### src/rtl/vga_pkg.sv
// ============================================================================
// vga_pkg : default 640x480@60 timing constants and shared coordinate type
// Rev 1.0
// ============================================================================
`default_nettype none

package vga_pkg;

  localparam int H_ACTIVE = 640;
  localparam int H_FP     = 16;
  localparam int H_SYNC   = 96;
  localparam int H_BP     = 48;
  localparam int V_ACTIVE = 480;
  localparam int V_FP     = 10;
  localparam int V_SYNC   = 2;
  localparam int V_BP     = 33;
  localparam int CLK_DIV  = 2;

  localparam int H_TOTAL  = H_ACTIVE + H_FP + H_SYNC + H_BP;
  localparam int V_TOTAL  = V_ACTIVE + V_FP + V_SYNC + V_BP;
  localparam int HS_START = H_ACTIVE + H_FP;
  localparam int HS_END   = HS_START + H_SYNC;
  localparam int VS_START = V_ACTIVE + V_FP;
  localparam int VS_END   = VS_START + V_SYNC;

  typedef logic [9:0] coord_t;

endpackage

`default_nettype wire

### src/rtl/vga_timing_gen_if.sv
// ============================================================================
// vga_timing_gen_if : raster outputs toward the VGA DAC and the grid painter
// Rev 1.0
// ============================================================================
`default_nettype none

interface vga_timing_gen_if;
  import vga_pkg::*;

  logic   vga_clk;
  logic   hsync;
  logic   vsync;
  logic   sync_b;
  logic   blank_b;
  coord_t x;
  coord_t y;
  logic   frame_start;

  modport master (
    output vga_clk, hsync, vsync, sync_b, blank_b, x, y, frame_start
  );

  modport slave (
    input  vga_clk, hsync, vsync, sync_b, blank_b, x, y, frame_start
  );

endinterface

`default_nettype wire

### src/rtl/clk_en_div.sv
// ============================================================================
// clk_en_div : pixel-rate enable and registered DAC pixel clock
// Rev 1.0
// ============================================================================
`default_nettype none

module clk_en_div #(
  parameter int CLK_DIV = 2
) (
  input  wire  clk,
  input  wire  rst_n,
  output logic pix_en_o,
  output logic vga_clk_o
);

  localparam int DW = $clog2(CLK_DIV);
  localparam logic [DW-1:0] C_DIV_LAST = DW'(CLK_DIV - 1);
  localparam logic [DW-1:0] C_DIV_HALF = DW'(CLK_DIV / 2);

  logic [DW-1:0] div_cnt_q;
  logic [DW-1:0] div_cnt_d;
  logic          vga_clk_q;

  always_comb begin
    div_cnt_d = div_cnt_q + DW'(1);
    if (div_cnt_q == C_DIV_LAST) begin
      div_cnt_d = '0;
    end
  end

  // vga_clk follows the next divider phase so it is low for the first half
  // of each pixel and rises mid-pixel, clear of any output change.
  always_ff @(posedge clk or negedge rst_n) begin
    if (!rst_n) begin
      div_cnt_q <= '0;
      vga_clk_q <= 1'b0;
    end else begin
      div_cnt_q <= div_cnt_d;
      vga_clk_q <= (div_cnt_d >= C_DIV_HALF);
    end
  end

  assign pix_en_o  = (div_cnt_q == C_DIV_LAST);
  assign vga_clk_o = vga_clk_q;

endmodule

`default_nettype wire

### src/rtl/vga_timing_gen.sv
// ============================================================================
// vga_timing_gen : raster scan counters with registered sync/blank decode
// Rev 1.0
// ============================================================================
`default_nettype none

module vga_timing_gen
  import vga_pkg::*;
#(
  parameter int H_ACTIVE = vga_pkg::H_ACTIVE,
  parameter int H_FP     = vga_pkg::H_FP,
  parameter int H_SYNC   = vga_pkg::H_SYNC,
  parameter int H_BP     = vga_pkg::H_BP,
  parameter int V_ACTIVE = vga_pkg::V_ACTIVE,
  parameter int V_FP     = vga_pkg::V_FP,
  parameter int V_SYNC   = vga_pkg::V_SYNC,
  parameter int V_BP     = vga_pkg::V_BP,
  parameter int CLK_DIV  = vga_pkg::CLK_DIV
) (
  input  wire              clk,
  input  wire              rst_n,
  vga_timing_gen_if.master vga
);

  localparam coord_t C_H_LAST   = coord_t'(H_ACTIVE + H_FP + H_SYNC + H_BP - 1);
  localparam coord_t C_V_LAST   = coord_t'(V_ACTIVE + V_FP + V_SYNC + V_BP - 1);
  localparam coord_t C_H_ACTIVE = coord_t'(H_ACTIVE);
  localparam coord_t C_V_ACTIVE = coord_t'(V_ACTIVE);
  localparam coord_t C_HS_START = coord_t'(H_ACTIVE + H_FP);
  localparam coord_t C_HS_END   = coord_t'(H_ACTIVE + H_FP + H_SYNC);
  localparam coord_t C_VS_START = coord_t'(V_ACTIVE + V_FP);
  localparam coord_t C_VS_END   = coord_t'(V_ACTIVE + V_FP + V_SYNC);

  logic   pix_en;
  logic   vga_clk_w;
  coord_t hcnt_q, hcnt_d;
  coord_t vcnt_q, vcnt_d;
  coord_t x_q, y_q;
  logic   hsync_q, vsync_q, blank_b_q, frame_start_q;

  clk_en_div #(
    .CLK_DIV (CLK_DIV)
  ) u_clk_en_div (
    .clk       (clk),
    .rst_n     (rst_n),
    .pix_en_o  (pix_en),
    .vga_clk_o (vga_clk_w)
  );

  // hcnt/vcnt name the pixel presented on the next pix_en edge.
  always_comb begin
    hcnt_d = hcnt_q;
    vcnt_d = vcnt_q;
    if (pix_en) begin
      if (hcnt_q == C_H_LAST) begin
        hcnt_d = '0;
        vcnt_d = (vcnt_q == C_V_LAST) ? coord_t'(0) : vcnt_q + coord_t'(1);
      end else begin
        hcnt_d = hcnt_q + coord_t'(1);
      end
    end
  end

  always_ff @(posedge clk or negedge rst_n) begin
    if (!rst_n) begin
      hcnt_q        <= '0;
      vcnt_q        <= '0;
      x_q           <= '0;
      y_q           <= '0;
      hsync_q       <= 1'b1;
      vsync_q       <= 1'b1;
      blank_b_q     <= 1'b0;
      frame_start_q <= 1'b0;
    end else begin
      hcnt_q <= hcnt_d;
      vcnt_q <= vcnt_d;
      if (pix_en) begin
        x_q           <= hcnt_q;
        y_q           <= vcnt_q;
        hsync_q       <= !((hcnt_q >= C_HS_START) && (hcnt_q < C_HS_END));
        vsync_q       <= !((vcnt_q >= C_VS_START) && (vcnt_q < C_VS_END));
        blank_b_q     <= (hcnt_q < C_H_ACTIVE) && (vcnt_q < C_V_ACTIVE);
        frame_start_q <= (hcnt_q == '0) && (vcnt_q == '0);
      end
    end
  end

  assign vga.vga_clk     = vga_clk_w;
  assign vga.hsync       = hsync_q;
  assign vga.vsync       = vsync_q;
  assign vga.sync_b      = 1'b0;
  assign vga.blank_b     = blank_b_q;
  assign vga.x           = x_q;
  assign vga.y           = y_q;
  assign vga.frame_start = frame_start_q;

endmodule

`default_nettype wire
### src/flat_wrapper.sv
// flat-port wrapper written by rule: the top's interface ports become plain ports
module vga_timing_gen_flat import vga_pkg::*;
#(
  parameter int H_ACTIVE = vga_pkg::H_ACTIVE,
  parameter int H_FP     = vga_pkg::H_FP,
  parameter int H_SYNC   = vga_pkg::H_SYNC,
  parameter int H_BP     = vga_pkg::H_BP,
  parameter int V_ACTIVE = vga_pkg::V_ACTIVE,
  parameter int V_FP     = vga_pkg::V_FP,
  parameter int V_SYNC   = vga_pkg::V_SYNC,
  parameter int V_BP     = vga_pkg::V_BP,
  parameter int CLK_DIV  = vga_pkg::CLK_DIV
)
  (clk, rst_n, vga_vga_clk, vga_hsync, vga_vsync, vga_sync_b, vga_blank_b, vga_x, vga_y, vga_frame_start);
  vga_timing_gen_if vga_i ();
  input  wire clk;
  input  wire rst_n;
  output wire logic [$bits(vga_i.vga_clk)-1:0] vga_vga_clk;
  output wire logic [$bits(vga_i.hsync)-1:0] vga_hsync;
  output wire logic [$bits(vga_i.vsync)-1:0] vga_vsync;
  output wire logic [$bits(vga_i.sync_b)-1:0] vga_sync_b;
  output wire logic [$bits(vga_i.blank_b)-1:0] vga_blank_b;
  output wire logic [$bits(vga_i.x)-1:0] vga_x;
  output wire logic [$bits(vga_i.y)-1:0] vga_y;
  output wire logic [$bits(vga_i.frame_start)-1:0] vga_frame_start;
  assign vga_vga_clk = vga_i.vga_clk;
  assign vga_hsync = vga_i.hsync;
  assign vga_vsync = vga_i.vsync;
  assign vga_sync_b = vga_i.sync_b;
  assign vga_blank_b = vga_i.blank_b;
  assign vga_x = vga_i.x;
  assign vga_y = vga_i.y;
  assign vga_frame_start = vga_i.frame_start;
  vga_timing_gen #(.H_ACTIVE(H_ACTIVE), .H_FP(H_FP), .H_SYNC(H_SYNC), .H_BP(H_BP), .V_ACTIVE(V_ACTIVE), .V_FP(V_FP), .V_SYNC(V_SYNC), .V_BP(V_BP), .CLK_DIV(CLK_DIV)) u_core (.clk(clk), .rst_n(rst_n), .vga(vga_i));
endmodule
### config.mk
export PLATFORM = sky130hd
export DESIGN_NAME = vga_timing_gen_flat
export DESIGN_NICKNAME = d
export VERILOG_FILES = /design/src/rtl/vga_pkg.sv /design/src/rtl/vga_timing_gen_if.sv /design/src/rtl/clk_en_div.sv /design/src/rtl/vga_timing_gen.sv /design/src/flat_wrapper.sv
export SDC_FILE = /design/constraint.sdc
export NUM_CORES = 1
export LEC_CHECK = 0
export ABC_AREA = 1
export CAP_MARGIN = 20
export CORE_AREA = 2 2 58 87
export CTS_CLUSTER_SIZE = 40
export DETAILED_ROUTE_END_ITERATION = 7
export DIE_AREA = 0 0 60 89
export GPL_ROUTABILITY_DRIVEN = 0
export PLACE_DENSITY = 0.71
export SYNTH_ARGS = -nofsm -noshare
export SYNTH_HDL_FRONTEND = slang
export SYNTH_HIERARCHICAL = 1
export SYNTH_SLANG_ARGS = --single-unit
### constraint.sdc
create_clock -name clk -period 1.85 [get_ports clk]
set_clock_uncertainty 0.1 [all_clocks]
set_input_delay 0.37 -clock clk [delete_from_list [all_inputs] [get_ports clk]]
set_output_delay 0.37 -clock clk [all_outputs]
set_load 0.1 [all_outputs]
==> results.ini, run 1 <==
[logic_synthesis]
synth_top_area_cell=dfrtp_1
postSynthCellCount=265
yosysMostFrequentCell=nand2_1
synth_nets=272
netlist_area_um2=2210
synthArstFlopShare_pct=100
seq_area_frac_synth_pct=51.2
synthTopCellsByCount=nand2_1 (67), dfrtp_1 (43), inv_1 (29)
netlist_top_cells_area=dfrtp_1 (49%), nand2_1 (11%), o21ai_0 (5.0%)
synth-edff-count=0
syn_area_per_cell_um2=8.32
synth.distinct_cells=28
synth_top_cell_area_share_pct=48.8
yosys_warnings=6
synth-main-ff-cell=dfrtp_1
synth-seq-cells=45

[detailed_routing]
routed_wl_um=4540
wire_per_inst_um=12.6
avgViaCountPerCell=5.02
via_count=1803
dr.pass1.iters=4
ant_nets=0
drtIter0Drc=64
drc_errors=0

[power]
switchingPower_mw=0.357
p_comb_share_pct=2.1
leakage_nw=1.35
p_sw_share_pct=21.2
powerDensity_nw_per_um2=582
p_seq_share_pct=58.4
ir_drop_v=0.000418
p_int_mw=1.33
p_clk_share_pct=39.6

[critical_path]
reg2reg_to=u_core/vcnt_q[6]
start_kind=register
r2r_slack_ns=0.17
cp.arrival_ns=1.77
cp_slowest_cell=dfrtp_1
crit_fanout=12
end_kind=register
regToRegStartpoint=u_core/hcnt_q[1]
rr_worst_depth=6
crit_type=reg2reg
crit_chain=ha_1 > inv_1 > nor2_4 > nand4_2 > nor3_1 > nor2_1
max_stage_delay_ns=0.38
crit_required_ns=1.94

[grt]
grt_pass1_wl_um=8060
grt_max_degree=46
antenna_found_initial=0
gr-usage-all-layers_pct=20.5
overflow=0
grt_pass1_vias=1755

[sta]
fin_ws_ns=0.174
clock.fmax_mhz=597
hold_viol_final=0
period_needed_ns=1.68
slew_violations=0
finalSetupTns_ns=0
rsz0062_at_grt=no
finalSetupViolCount=0
fin_crit_sh_pct=90.6

[cts]
cts-root-buf=clkbuf_8
clk_latency_ns=0.30
cts_tree=built
clkTransAtPathRegs_ns=0.08
numCtsBuffers=5
clockBufferDepth=2
cts_resized=0
clock_sinks=45
cts-htree-levels=2
post_cts_buffers=0

[placement]
pre_cts_slack_ns=0.191
port_buffers=26
dpl.hpwl_um=3390

[floorplanning]
core_region_area_um2=4540
rows=30
die_x_um=60
die_area_um2=5340
die_y_um=89
io_pins=28
start_util_pct=48.6

[run]
maxCapViolCount=0

[min_path]
hold_path_class=reg2reg
hold_depth=2
min_to=u_core/vga.vsync
min_from=u_core/vga.vsync

[layout]
nets=301
area_delta_synth_final_pct=31.0
drive_gt1_share_pct=20.0
diodes=0

[run_status]
status=completed

## final cells by class
type,instances,area (µm²)
well taps,64,80.1
clock inverters,1,5.00
multi-input cells,177,891
inverters,33,124
repair buffers,32,566
clock buffers,7,96.3
fillers,369,1650
flip-flops and latches,45,1130
## how the worst max path moves through the flow
| stage | slack, ns | start | end | cells past startpoint |
|---|---|---|---|---|
| floorplan | 0.45 | u_core/hcnt_q[0] | u_core/vcnt_q[7] | 7 |
| CTS | 0.18 | u_core/hcnt_q[0] | u_core/vcnt_q[6] | 6 |
| global placement | 0.25 | u_core/hcnt_q[0] | u_core/vcnt_q[7] | 6 |
| detailed placement | 0.19 | u_core/hcnt_q[0] | u_core/vcnt_q[6] | 6 |
| global route | 0.01 | u_core/hcnt_q[0] | u_core/vcnt_q[7] | 6 |
| finish | 0.17 | u_core/hcnt_q[1] | u_core/vcnt_q[6] | 6 |
## critical path: cells and delay by family (launching register included)
kind          cells  cell delay (ns)
flops             1             0.38
fa+ha+maj         1             0.18
buf+inv           1             0.07
simple gates      4             0.84
## flip-flops by register name (all words and copies together), names as in the netlist
name                          cells
u_core/hcnt_q                    10
u_core/u_clk_en_div/pix_en_o      1
u_core/vcnt_q                    10
u_core/vga.blank_b                1
u_core/vga.frame_start            1
u_core/vga.hsync                  1
u_core/vga.vsync                  1
u_core/vga.x                     10
u_core/vga.y                     10
## routing by layer
| layer | wire (µm) | vias up | global-route usage, % |
|---|---|---|---|
| met5 | 0 | - | 0 |
| met4 | 117 | 0 | 10.1 |
| met3 | 143 | 10 | 3.76 |
| met2 | 2440 | 42 | 33.3 |
| met1 | 1840 | 854 | 25.9 |
| li1 | - | 897 | - |
## cell usage in the layout (no fill, tap or decap), types with 5 or more instances in the layout
cell and instances:
buf_12 26, clkbuf_8 7, dfrtp_1 43, ha_1 5, inv_1 29, nand2_1 67
nand3_1 18, nand4_1 5, nor2_1 26, nor3_1 10, o21ai_0 22
## cell families after synthesis
family	synth area share, %
flip-flops	51.2
AO/OA/AOI/OAI	5.96
buffers and inverters	8.45
adder cells (fa/ha/maj)	2.84
AND/OR/NAND/NOR	29.8
XOR/XNOR	1.59
other	0.170
## power by group through the flow
stage | registers (mW) | logic, mW | clock network [mW]
2_1_floorplan | 1.00 | 0.0104 | 0
3_3_place_gp | 1.00 | 0.0348 | 0
3_5_place_dp | 1.00 | 0.0351 | 0
4_1_cts | 0.983 | 0.0366 | 0.688
5_1_grt | 0.983 | 0.0399 | 0.720
6_report | 0.983 | 0.0345 | 0.666
## per-stage QoR
stage	std cells	total power [mW]	hold slack, ns	instance area [µm²]	utilization (%)
6_report	359	1.68	0.406	2890	63.6
3_3_place_gp	350	1.04	0.267	2780	61.2
3_5_place_dp	350	1.04	0.269	2780	61.2
2_1_floorplan	265	1.01	-0.0256	2210	-
5_1_grt	359	1.74	0.447	2890	63.6
4_1_cts	359	1.71	0.409	2890	63.6
## what timing repair did
action,CTS,global route
endpoints found under the hold margin,43,0
hold buffers,1,0
endpoints found under the setup margin,0,0
Note: power is estimated with default switching activity, not from simulation.
==> run 2, diff against run 1 <==
Settings changed: CORE_AREA 2 2 58 87 to 2 2 64 96, DIE_AREA 0 0 60 89 to 0 0 66 98, PLACE_DENSITY 0.71 to 0.64, SLEW_MARGIN set to 20.
==> results.ini, run 2 (synthesized netlist as in run 1, its figures left out) <==
[min_path]
min_from=u_core/vga.vsync
hold_depth=2  ; unchanged
hold_path_class=reg2reg
min_to=u_core/vga.vsync

[power]
p_comb_share_pct=2.2  ; about the same
p_clk_share_pct=36.7  ; -2.9 points
p_seq_share_pct=61.1  ; +2.7 points
leakage_nw=1.34  ; -1.1%
p_total_mw=1.61  ; -4.5%
p_sw_share_pct=22.2  ; +1.1 points
switchingPower_mw=0.358  ; +0.27%
ir_drop_v=0.000383  ; -8.2%
powerDensity_nw_per_um2=559  ; -4.1%
p_int_mw=1.25  ; -5.8%

[cts]
clkTransAtPathRegs_ns=0.09  ; about the same
clockBufferDepth=2  ; unchanged
numCtsBuffers=5  ; unchanged
cts-htree-levels=2  ; unchanged
clk_latency_ns=0.29  ; about the same
post_cts_buffers=0  ; unchanged
cts_tree=built
hold_buffers=1  ; unchanged
cts_resized=0  ; unchanged
cts-root-buf=clkbuf_8
clock_sinks=45  ; unchanged

[detailed_routing]
avgViaCountPerCell=4.84  ; -3.7%
drc_errors=0  ; unchanged
ant_nets=0  ; unchanged
dr.pass1.iters=4  ; unchanged
routed_wl_um=4700  ; +3.4%
drtIter0Drc=73  ; +14%
via_count=1771  ; -1.8%
wire_per_inst_um=12.8  ; +1.5%

[floorplanning]
core_region_area_um2=5700  ; +26%
die_area_um2=6470  ; +21%
start_util_pct=38.7  ; -9.9 points
die_y_um=98  ; +10%
io_pins=28  ; unchanged
rows=34  ; +13%
die_x_um=66  ; +10%

[sta]
fin_crit_sh_pct=94.6  ; +4.0 points
hold_viol_final=0  ; unchanged
clock.fmax_mhz=572  ; -4.2%
period_needed_ns=1.75  ; +0.0736 ns
slew_violations=0  ; unchanged
finalSetupTns_ns=0  ; unchanged
finalSetupViolCount=0  ; unchanged
rsz0062_at_grt=no

[run]
maxCapViolCount=0  ; unchanged

[layout]
nFillCells=549  ; +49%
final_cell_mix=nand2_1 (67), dfrtp_1 (43), inv_1 (29)
final_cell_count_no_fill=366  ; +1.9%
nets=300  ; -0.33%
final_common_cell=nand2_1
drive_gt1_share_pct=19.7  ; -0.27 points
final_area_um2=2880  ; -0.43%
diodes=0  ; unchanged
area_delta_synth_final_pct=30.5

[critical_path]
crit_type=reg2out
start_kind=register
cp.arrival_ns=1.28  ; -0.49 ns
reg2reg_to=u_core/vcnt_q[7]
end_kind=output port
rr_worst_depth=6  ; unchanged
crit_required_ns=1.38  ; -0.56 ns
cp-startpoint=u_core/u_clk_en_div/pix_en_o
crit_fanout=11  ; -1
regToRegStartpoint=u_core/hcnt_q[1]
r2r_slack_ns=0.20  ; +0.03 ns

[grt]
grt_max_degree=28  ; -39%
antenna_found_initial=0  ; unchanged
overflow=0  ; unchanged
grt_pass1_wl_um=8040  ; -0.26%
grt_pass1_vias=1769  ; +0.80%
gr-usage-all-layers_pct=16.0  ; -4.5 points

[placement]
port_buffers=26  ; unchanged
place_inst=357  ; +2.0%
dpl-instance-area_um2=2780  ; about the same
dpl.hpwl_um=3640  ; +7.3%

[run_status]
status=completed

## run 2: cell types whose count changed in the layout (fill, tap and decap cells not counted), sizes merged
| cell | before | now |
|---|---|---|
| buf | 31 | 30 |
| clkbuf | 7 | 5 |
| clkinv | 1 | 2 |
| clkinvlp | 0 | 1 |
## run 2: power groups by stage
stage,clock network [mW],registers (mW),logic [mW]
finish,0.590,0.983,0.0350
global route,0.647,0.983,0.0394
CTS,0.612,0.983,0.0368
detailed placement,0,1.00,0.0353
global placement,0,1.00,0.0350
floorplan,0,1.00,0.0104
## run 2: routing by layer
metal / wire [µm] / part of all wire (%) / vias to the layer above / track usage [%]
li1: - / - / 884 / -
met1: 1950 / 42 / 835 / 19.6
met2: 2480 / 53 / 44 / 26.9
met3: 158 / 3.4 / 8 / 2.65
met4: 102 / 2.2 / 0 / 7.54
met5: 0 / 0 / - / 0
## run 2: worst max-delay path, cell delays in order, from the launching register on
cell,delay [ns]
dfrtp_1,0.56
buf_4,0.24
buf_12,0.18
## run 2: layout make-up
class	count	area, µm²	share of cell area [%]
clock buffer	5	68.8	2.39
clock inverter	3	17.5	0.609
multi-input combinational	177	891	31.0
tap	72	90.1	3.13
inverter	33	124	4.30
sequential	45	1130	39.2
timing repair buffer	31	558	19.4
## run 2: worst max path at each step
stage,end,cells past startpoint,slack [ns]
final,vga_vga_clk,2,0.10
after global routing,u_core/vcnt_q[6],7,0.001
after detailed placement,u_core/vcnt_q[8],6,0.21
after floorplan,u_core/vcnt_q[7],7,0.45
after global placement,u_core/hcnt_q[8],5,0.26
after CTS,vga_vga_clk,2,0.08
## run 2: through the flow
stage                     util (%)  setup slack [ns]  hold slack (ns)
after floorplan                  -             0.452          -0.0256
after global placement        48.8             0.258            0.241
after detailed placement      48.8             0.206            0.245
after CTS                     50.5            0.0788            0.427
after global routing          50.5           0.00135            0.453
final                         50.5             0.101            0.418
